File: config.mk
export PLATFORM = sky130hd
export DESIGN_NAME = button_conditioner
export DESIGN_NICKNAME = d
export VERILOG_FILES = /design/src/rtl/button_conditioner.sv
export SDC_FILE = /design/constraint.sdc
export NUM_CORES = 1
export LEC_CHECK = 0
export ABC_AREA = 0
export BUFFER_PORTS_ARGS = -buffer_cell sky130_fd_sc_hd__buf_2
export CAP_MARGIN = 5
export CELL_PAD_IN_SITES_DETAIL_PLACEMENT = 0
export CELL_PAD_IN_SITES_GLOBAL_PLACEMENT = 1
export CORE_MARGIN = 2
export CORE_UTILIZATION = 40
export DETAILED_ROUTE_END_ITERATION = 12
export PLACE_DENSITY = 0.7
export SLEW_MARGIN = 20
export SYNTH_ARGS = -nofsm -noshare
export SYNTH_HDL_FRONTEND = slang
export SYNTH_HIERARCHICAL = 1
export SYNTH_SLANG_ARGS = --single-unit
export TNS_END_PERCENT = 100
File: constraint.sdc
create_clock -name clk -period 2.1 [get_ports clk]
set_clock_uncertainty 0.1 [all_clocks]
set_input_delay 0.42 -clock clk [delete_from_list [all_inputs] [get_ports clk]]
set_output_delay 0.42 -clock clk [all_outputs]
set_load 0.01 [all_outputs]
File: src/rtl/button_conditioner.sv
// button_conditioner: N independent button channels, each with a synchroniser,
// a debounce FSM and a one-cycle action strobe (release, press or both edges),
// plus optional auto-repeat while a button is held.
//
// Ports
//   clk        system clock, all state on rising edge
//   reset      asynchronous active-low reset
//   button[N]  raw asynchronous button levels, 1 = pressed
//   level[N]   debounced level, 1 = accepted as pressed
//   pulse[N]   one-cycle action strobe per channel
//   any_pulse  OR of pulse, same cycle

// ---------------------------------------------------------------------------
// bc_lane: one channel. Everything from the pin to the strobe lives here.
// ---------------------------------------------------------------------------
module bc_lane #(
  parameter int SYNC_STAGES     = 2,
  parameter int DEBOUNCE_CYCLES = 4,
  parameter int EDGE_MODE       = 0,
  parameter int REPEAT_DELAY    = 0,
  parameter int REPEAT_PERIOD   = 1
) (
  input  logic clk,
  input  logic reset,
  input  logic button,
  output logic level,
  output logic pulse
);
  localparam int  CW     = $clog2(DEBOUNCE_CYCLES) + 1;
  localparam int  RMAX   = (REPEAT_DELAY > REPEAT_PERIOD) ? REPEAT_DELAY : REPEAT_PERIOD;
  localparam int  RW     = $clog2(RMAX) + 1;
  localparam bit  REP_EN = (REPEAT_DELAY > 0) && (EDGE_MODE != 0);

  typedef enum logic [1:0] {RELEASED, PRESS_PEND, PRESSED, RELEASE_PEND} state_t;

  logic [SYNC_STAGES-1:0] sync;
  logic                   s;
  state_t                 state, state_n;
  logic [CW-1:0]          cnt, cnt_n;
  logic [RW-1:0]          rc, rc_n;
  logic                   rep, rep_n;   // first repeat already fired; rc now counts periods
  logic                   press_ev, rel_ev, rep_ev;

  assign s = sync[SYNC_STAGES-1];

  always_comb begin
    state_n  = state;
    cnt_n    = cnt;
    rc_n     = rc;
    rep_n    = rep;
    press_ev = 1'b0;
    rel_ev   = 1'b0;
    rep_ev   = 1'b0;
    case (state)
      RELEASED:
        if (s) begin
          if (DEBOUNCE_CYCLES == 1) begin
            state_n  = PRESSED;
            press_ev = 1'b1;
          end else begin
            state_n = PRESS_PEND;
            cnt_n   = CW'(1);
          end
        end
      PRESS_PEND:
        if (!s) begin
          state_n = RELEASED;
          cnt_n   = '0;
        end else if (cnt == CW'(DEBOUNCE_CYCLES - 1)) begin
          state_n  = PRESSED;
          cnt_n    = '0;
          press_ev = 1'b1;
        end else begin
          cnt_n = cnt + CW'(1);
        end
      PRESSED:
        if (!s) begin
          if (DEBOUNCE_CYCLES == 1) begin
            state_n = RELEASED;
            rel_ev  = 1'b1;
          end else begin
            state_n = RELEASE_PEND;
            cnt_n   = CW'(1);
          end
        end else if (REP_EN) begin
          // Repeat only counts while the button is still seen held, so a
          // repeat strobe can never land on the cycle that starts a release.
          rc_n = rc + RW'(1);
          if ((!rep && rc_n == RW'(REPEAT_DELAY)) || (rep && rc_n == RW'(REPEAT_PERIOD))) begin
            rep_ev = 1'b1;
            rc_n   = '0;
            rep_n  = 1'b1;
          end
        end
      RELEASE_PEND:
        // Bounce back to PRESSED keeps rc/rep so the repeat cadence continues.
        if (s) begin
          state_n = PRESSED;
          cnt_n   = '0;
        end else if (cnt == CW'(DEBOUNCE_CYCLES - 1)) begin
          state_n = RELEASED;
          cnt_n   = '0;
          rel_ev  = 1'b1;
        end else begin
          cnt_n = cnt + CW'(1);
        end
      default: state_n = RELEASED;
    endcase
    if (press_ev) begin
      rc_n  = '0;
      rep_n = 1'b0;
    end
  end

  always_ff @(posedge clk or negedge reset) begin
    if (!reset) begin
      sync  <= '0;
      state <= RELEASED;
      cnt   <= '0;
      rc    <= '0;
      rep   <= 1'b0;
      level <= 1'b0;
      pulse <= 1'b0;
    end else begin
      sync  <= {sync[SYNC_STAGES-2:0], button};
      state <= state_n;
      cnt   <= cnt_n;
      rc    <= rc_n;
      rep   <= rep_n;
      level <= (state_n == PRESSED) || (state_n == RELEASE_PEND);
      pulse <= (press_ev && EDGE_MODE != 0) || (rel_ev && EDGE_MODE != 1) || rep_ev;
    end
  end
endmodule

// ---------------------------------------------------------------------------
// Top: array of lanes plus the shared any_pulse OR (built from registered
// pulses, so there is still no combinational path from button).
// ---------------------------------------------------------------------------
module button_conditioner #(
  parameter int N               = 4,
  parameter int SYNC_STAGES     = 2,
  parameter int DEBOUNCE_CYCLES = 4,
  parameter int EDGE_MODE       = 0,
  parameter int REPEAT_DELAY    = 0,
  parameter int REPEAT_PERIOD   = 1
) (
  input  logic         clk,
  input  logic         reset,
  input  logic [N-1:0] button,
  output logic [N-1:0] level,
  output logic [N-1:0] pulse,
  output logic         any_pulse
);
  for (genvar i = 0; i < N; i++) begin : g_lane
    bc_lane #(
      .SYNC_STAGES    (SYNC_STAGES),
      .DEBOUNCE_CYCLES(DEBOUNCE_CYCLES),
      .EDGE_MODE      (EDGE_MODE),
      .REPEAT_DELAY   (REPEAT_DELAY),
      .REPEAT_PERIOD  (REPEAT_PERIOD)
    ) u_lane (
      .clk   (clk),
      .reset (reset),
      .button(button[i]),
      .level (level[i]),
      .pulse (pulse[i])
    );
  end

  assign any_pulse = |pulse;
endmodule

# [After elaboration in Yosys (flattened, before gate mapping)]
# Index checks and enable logic that the tools add are counted.
[word_totals] regBits=36 inputBits=6 output_inout_bits=9 word_cells=133
[classes] addsub=4 eq_ne=32 muxes=64 reduce_logical=13
[op_table] cell="two-way mux 3 bit" count=20
[op_table] cell="two-way mux 2 bit" count=24
[op_table] cell="case mux 3 bit (4 select lines)" count=4
[op_table] cell="== test 2 bit (second input constant)" count=16
[op_table] cell="case mux 2 bit (4 select lines)" count=4
[op_table] cell="adder 3 x 1 -> 3 bit (second input constant)" count=4
[op_table] cell="== test 3 x 2 -> 1 bit (second input constant)" count=4
[op_table] cell="two-way mux 1 bit" count=12
[op_table] cell="== test 2 x 1 -> 1 bit (second input constant)" count=4
[op_table] cell="zero test 2 bit" count=4
[op_table] cell="!= test 2 x 1 -> 1 bit (second input constant)" count=4
[op_table] cell="!= test 2 bit (second input constant)" count=4
[op_table] cell="AND reduction 2 bit" count=4
[op_table] cell="logical OR 1 bit" count=4
[op_table] cell="OR reduction 4 bit" count=1

# [Longest topological paths before layout]
[logic_depth] ltp_word=6 mapped_depth=4 ltp_nobuf=4

# [Modules after synthesis]
# The synthesis kept the hierarchy.
[by_module_without_submodules] mod="bc_lane at g_lane[0].u_lane ..." n_inst=3 cells_each=26 area_per_inst_um2=362.8 seq_area_each_um2=225.2
[by_module_without_submodules] mod="bc_lane at g_lane[3].u_lane" n_inst=1 cells_each=26 area_per_inst_um2=364.1 seq_area_each_um2=225.2
[by_module_without_submodules] mod="button_conditioner" n_inst=1 cells_each=1 area_per_inst_um2=7.5 seq_area_each_um2=0.0

# [Least setup slack after synthesis]
# OpenSTA, ideal clock, no wires.
[synth_path] kind="register to output" from="register g_lane[1].u_lane.pulse" to="output any_pulse" arrival_time_ns=0.968 t_required_ns=1.580 path_slack_ns=0.612 path_stages_with_launch=2 n_path_buf=0 cell_sequence="dfrtp_1 or4_1"
[synth_between] elab_chain_cells=1
[synth_lines] item="start: declaration" line="27" rtl="output logic pulse"
[synth_lines] item="start signal: assignment" line="131" rtl="pulse <= (press_ev && EDGE_MODE != 0) || (rel_ev && EDGE_MODE != 1) || rep_ev;"
[synth_lines] item="OR reduction 4 bit" line="171" rtl="assign any_pulse = |pulse;"
[synth_lines] item="end: declaration" line="153" rtl="output logic any_pulse"
# Every way passes these cells.

# [Worst setup path after layout]
# Ends and elaborated chain as after synthesis.

==> reports/metrics.cfg <==
[critical_path]
critical_path.max_stage_delay_ns=0.50
cp_max_fo=2
rr_worst_depth=4
r2r_end=g_lane[3].u_lane/level
critPathRequiredTime_ns=1.58
reg2reg_slack_ns=0.68
worst_setup_path_end_kind=output port
crit_arrival_ns=1.38
criticalPathCategory=reg2out
path_cells=or4_1, buf_2
r2r-start=g_lane[3].u_lane/cnt[0]
critical-path-slowest-cell=or4_1
worstSetupStartpointType=flip-flop

[cts]
cts_tree=yes
cts_sinks=36
insertion_delay_ns=0.34
clock_path_buffers=2
hold_buffers=0
cts_max_level=2
cts_setup_buffers=0
cts_root_buf=clkbuf_4
cts_resized=0
path_clk_slew_ns=0.10
cts_buffers=5

[sta]
max_freq_ghz=0.526
grt_setup_unrepaired=no
worst_slew_pin_slew_ns=0.787
setup_viol=0
slew_headroom_pct=47.5
finalCritPeriodShare_pct=90.6
finalHoldViolCount=0
period_needed_ns=1.90
holdWs_ns=0.0464
tns_ns=0
drv_slew=0

[pwr]
switchingPower_uw=683
clkPwrFrac_pct=21.7
vdd_ir_drop_max_mv=0.640
p_total_uw=2160
cellInternalPower_uw=1480
power.density_mw_per_mm2=1300
switching_share_pct=31.6
p_leak_uw=0.000782
combinationalPowerShare_pct=29.2
seq_power_share_pct=49.0

[synthesis]
ys.flop_type=dfrtp_1
async_flop_share_pct=100
synth_area_per_cell_um2=13.9
mappedNetlistArea_mm2=0.00146
post-synth-top-count-cell=dfrtp_1
synth_common_cells=dfrtp_1 (36), o21a_1 (8), mux2_2 (7)
yosysWarnings=6
synth.top_cell.area_share_pct=61.7
synth_top_area_cell=dfrtp_1
synth_cells=105
synth_edf_count=0
yosysSeqAreaShare_pct=61.7
syn-num-nets=115
synth.ff_latch_count=36
synth_cell_types=19
yosys-top-cells-area=dfrtp_1 (62%), mux2_2 (5.4%), o21a_1 (4.1%)

[floorplan]
num_rows=21
die_x_um=64.4
core_mm2=0.00342
boundaryPins=15
design.die.area_mm2=0.00415
die_h_um=64.4
start_util_pct=42.7

[finish]
fill_cells=322
layout-drive-gt1-share_pct=31.5
final_core_util_pct=48.7
syn_to_final_growth_pct=14.0
multi_input_area_um2=559
layout.nets=136
n_antenna_cell=0
regArea_um2=901

[global_routing]
grt_max_degree=37
overflow=0
antenna_found_initial=0
track_usage_pct=13.4
grt_pass1_wl_um=4090
grt_pass1_vias=895

[run]
cap_violations=0

[routing]
wl_per_cell_um=12.5
vias=838
ant_nets=0
route.detailed.drc=0
wirelength_um=2160
vias_per_cell=4.84
drt_iter0_drc=13
dr.pass1.iters=4

[outcome]
status=finished clean

[placement]
port-buffer-count=14
finalWeightedCongestion=0.676
dpl.hpwl_um=1490

[worst_hold_path]
hold_path_class=in2async

## layout make-up
cell class	count	area share (%)
sequential	36	54.1
multi-input combinational	69	33.6
timing repair buffer	14	4.21
tap	46	3.46
clock buffer	6	2.48
clock inverter	2	2.11
## kinds of logic after synthesis
logic type,after synthesis,synth area share [%]
and+or+nand+nor,29,15.2
DFF,36,61.7
AOI/OAI and AO/OA,20,8.74
adders and majority gates,4,3.43
muxes,8,6.17
xor gates and xnor gates,8,4.80
## placed cells by master (no fill, tap or decap)
master / n
xnor2_1: 4
clkbuf_4: 5
nand4b_1: 1
nor3b_1: 4
nor3_1: 3
o21a_1: 8
o21ai_0: 5
nor2b_4: 4
mux2_1: 1
or4_1: 1
nor3b_2: 4
nand2_2: 4
nand2_1: 4
ha_1: 4
dfrtp_1: 36
a21o_1: 3
a21oi_1: 4
xor2_1: 4
mux2_2: 7
clkinv_2: 1
bufinv_16: 1
nor2_1: 4
clkbuf_1: 1
buf_2: 14
## per-stage QoR
| step | setup slack [ns] | cell area [um2] | std cells |
|---|---|---|---|
| 2_1_floorplan | 0.612 | 1460 | 105 |
| 3_3_place_gp | 0.583 | 1590 | 165 |
| 3_5_place_dp | 0.577 | 1590 | 165 |
| 4_1_cts | 0.178 | 1660 | 173 |
| 5_1_grt | 0.134 | 1660 | 173 |
| 6_report | 0.198 | 1660 | 173 |
## sequential cells by signal, summed over array words and instances (netlist names)
| name | count |
|---|---|
| g_lane.u_lane/cnt | 12 |
| g_lane.u_lane/state | 8 |
| g_lane.u_lane/level | 4 |
| g_lane.u_lane/pulse | 4 |
| g_lane.u_lane/sync | 8 |
## power groups by stage
stage | Clock, uW | Combinational [uW] | Sequential [uW]
after floorplan | 0 | 487 | 1060
after global placement | 0 | 626 | 1060
after detailed placement | 0 | 642 | 1070
after CTS | 488 | 645 | 1060
after global routing | 520 | 726 | 1100
final | 470 | 632 | 1060
## critical path: cells and delay by family (launching register included)
kind	cells	cell delay [ns]
flip-flops	1	0.39
AND/OR/NAND/NOR	1	0.50
buffers and inverters	1	0.15
## worst max path at each step
| stage | start | endpoint | slack, ns | cells past startpoint |
|---|---|---|---|---|
| 2_1_floorplan | g_lane[1].u_lane/pulse | any_pulse | 0.61 | 1 |
| 3_3_place_gp | g_lane[1].u_lane/pulse | any_pulse | 0.58 | 2 |
| 3_5_place_dp | g_lane[1].u_lane/pulse | any_pulse | 0.58 | 2 |
| 4_1_cts | g_lane[1].u_lane/pulse | any_pulse | 0.18 | 2 |
| 5_1_grt | g_lane[0].u_lane/pulse | any_pulse | 0.13 | 2 |
| 6_report | g_lane[1].u_lane/pulse | any_pulse | 0.20 | 2 |
## routing by layer
layer | up-vias | track usage [%] | routed length, um
met3 | 7 | 3.65 | 114
met1 | 406 | 14.8 | 867
met4 | 0 | 9.57 | 64
li1 | 407 | - | -
met2 | 18 | 22.3 | 1110
met5 | - | 0 | 0
(Power assumes the default switching activity.)
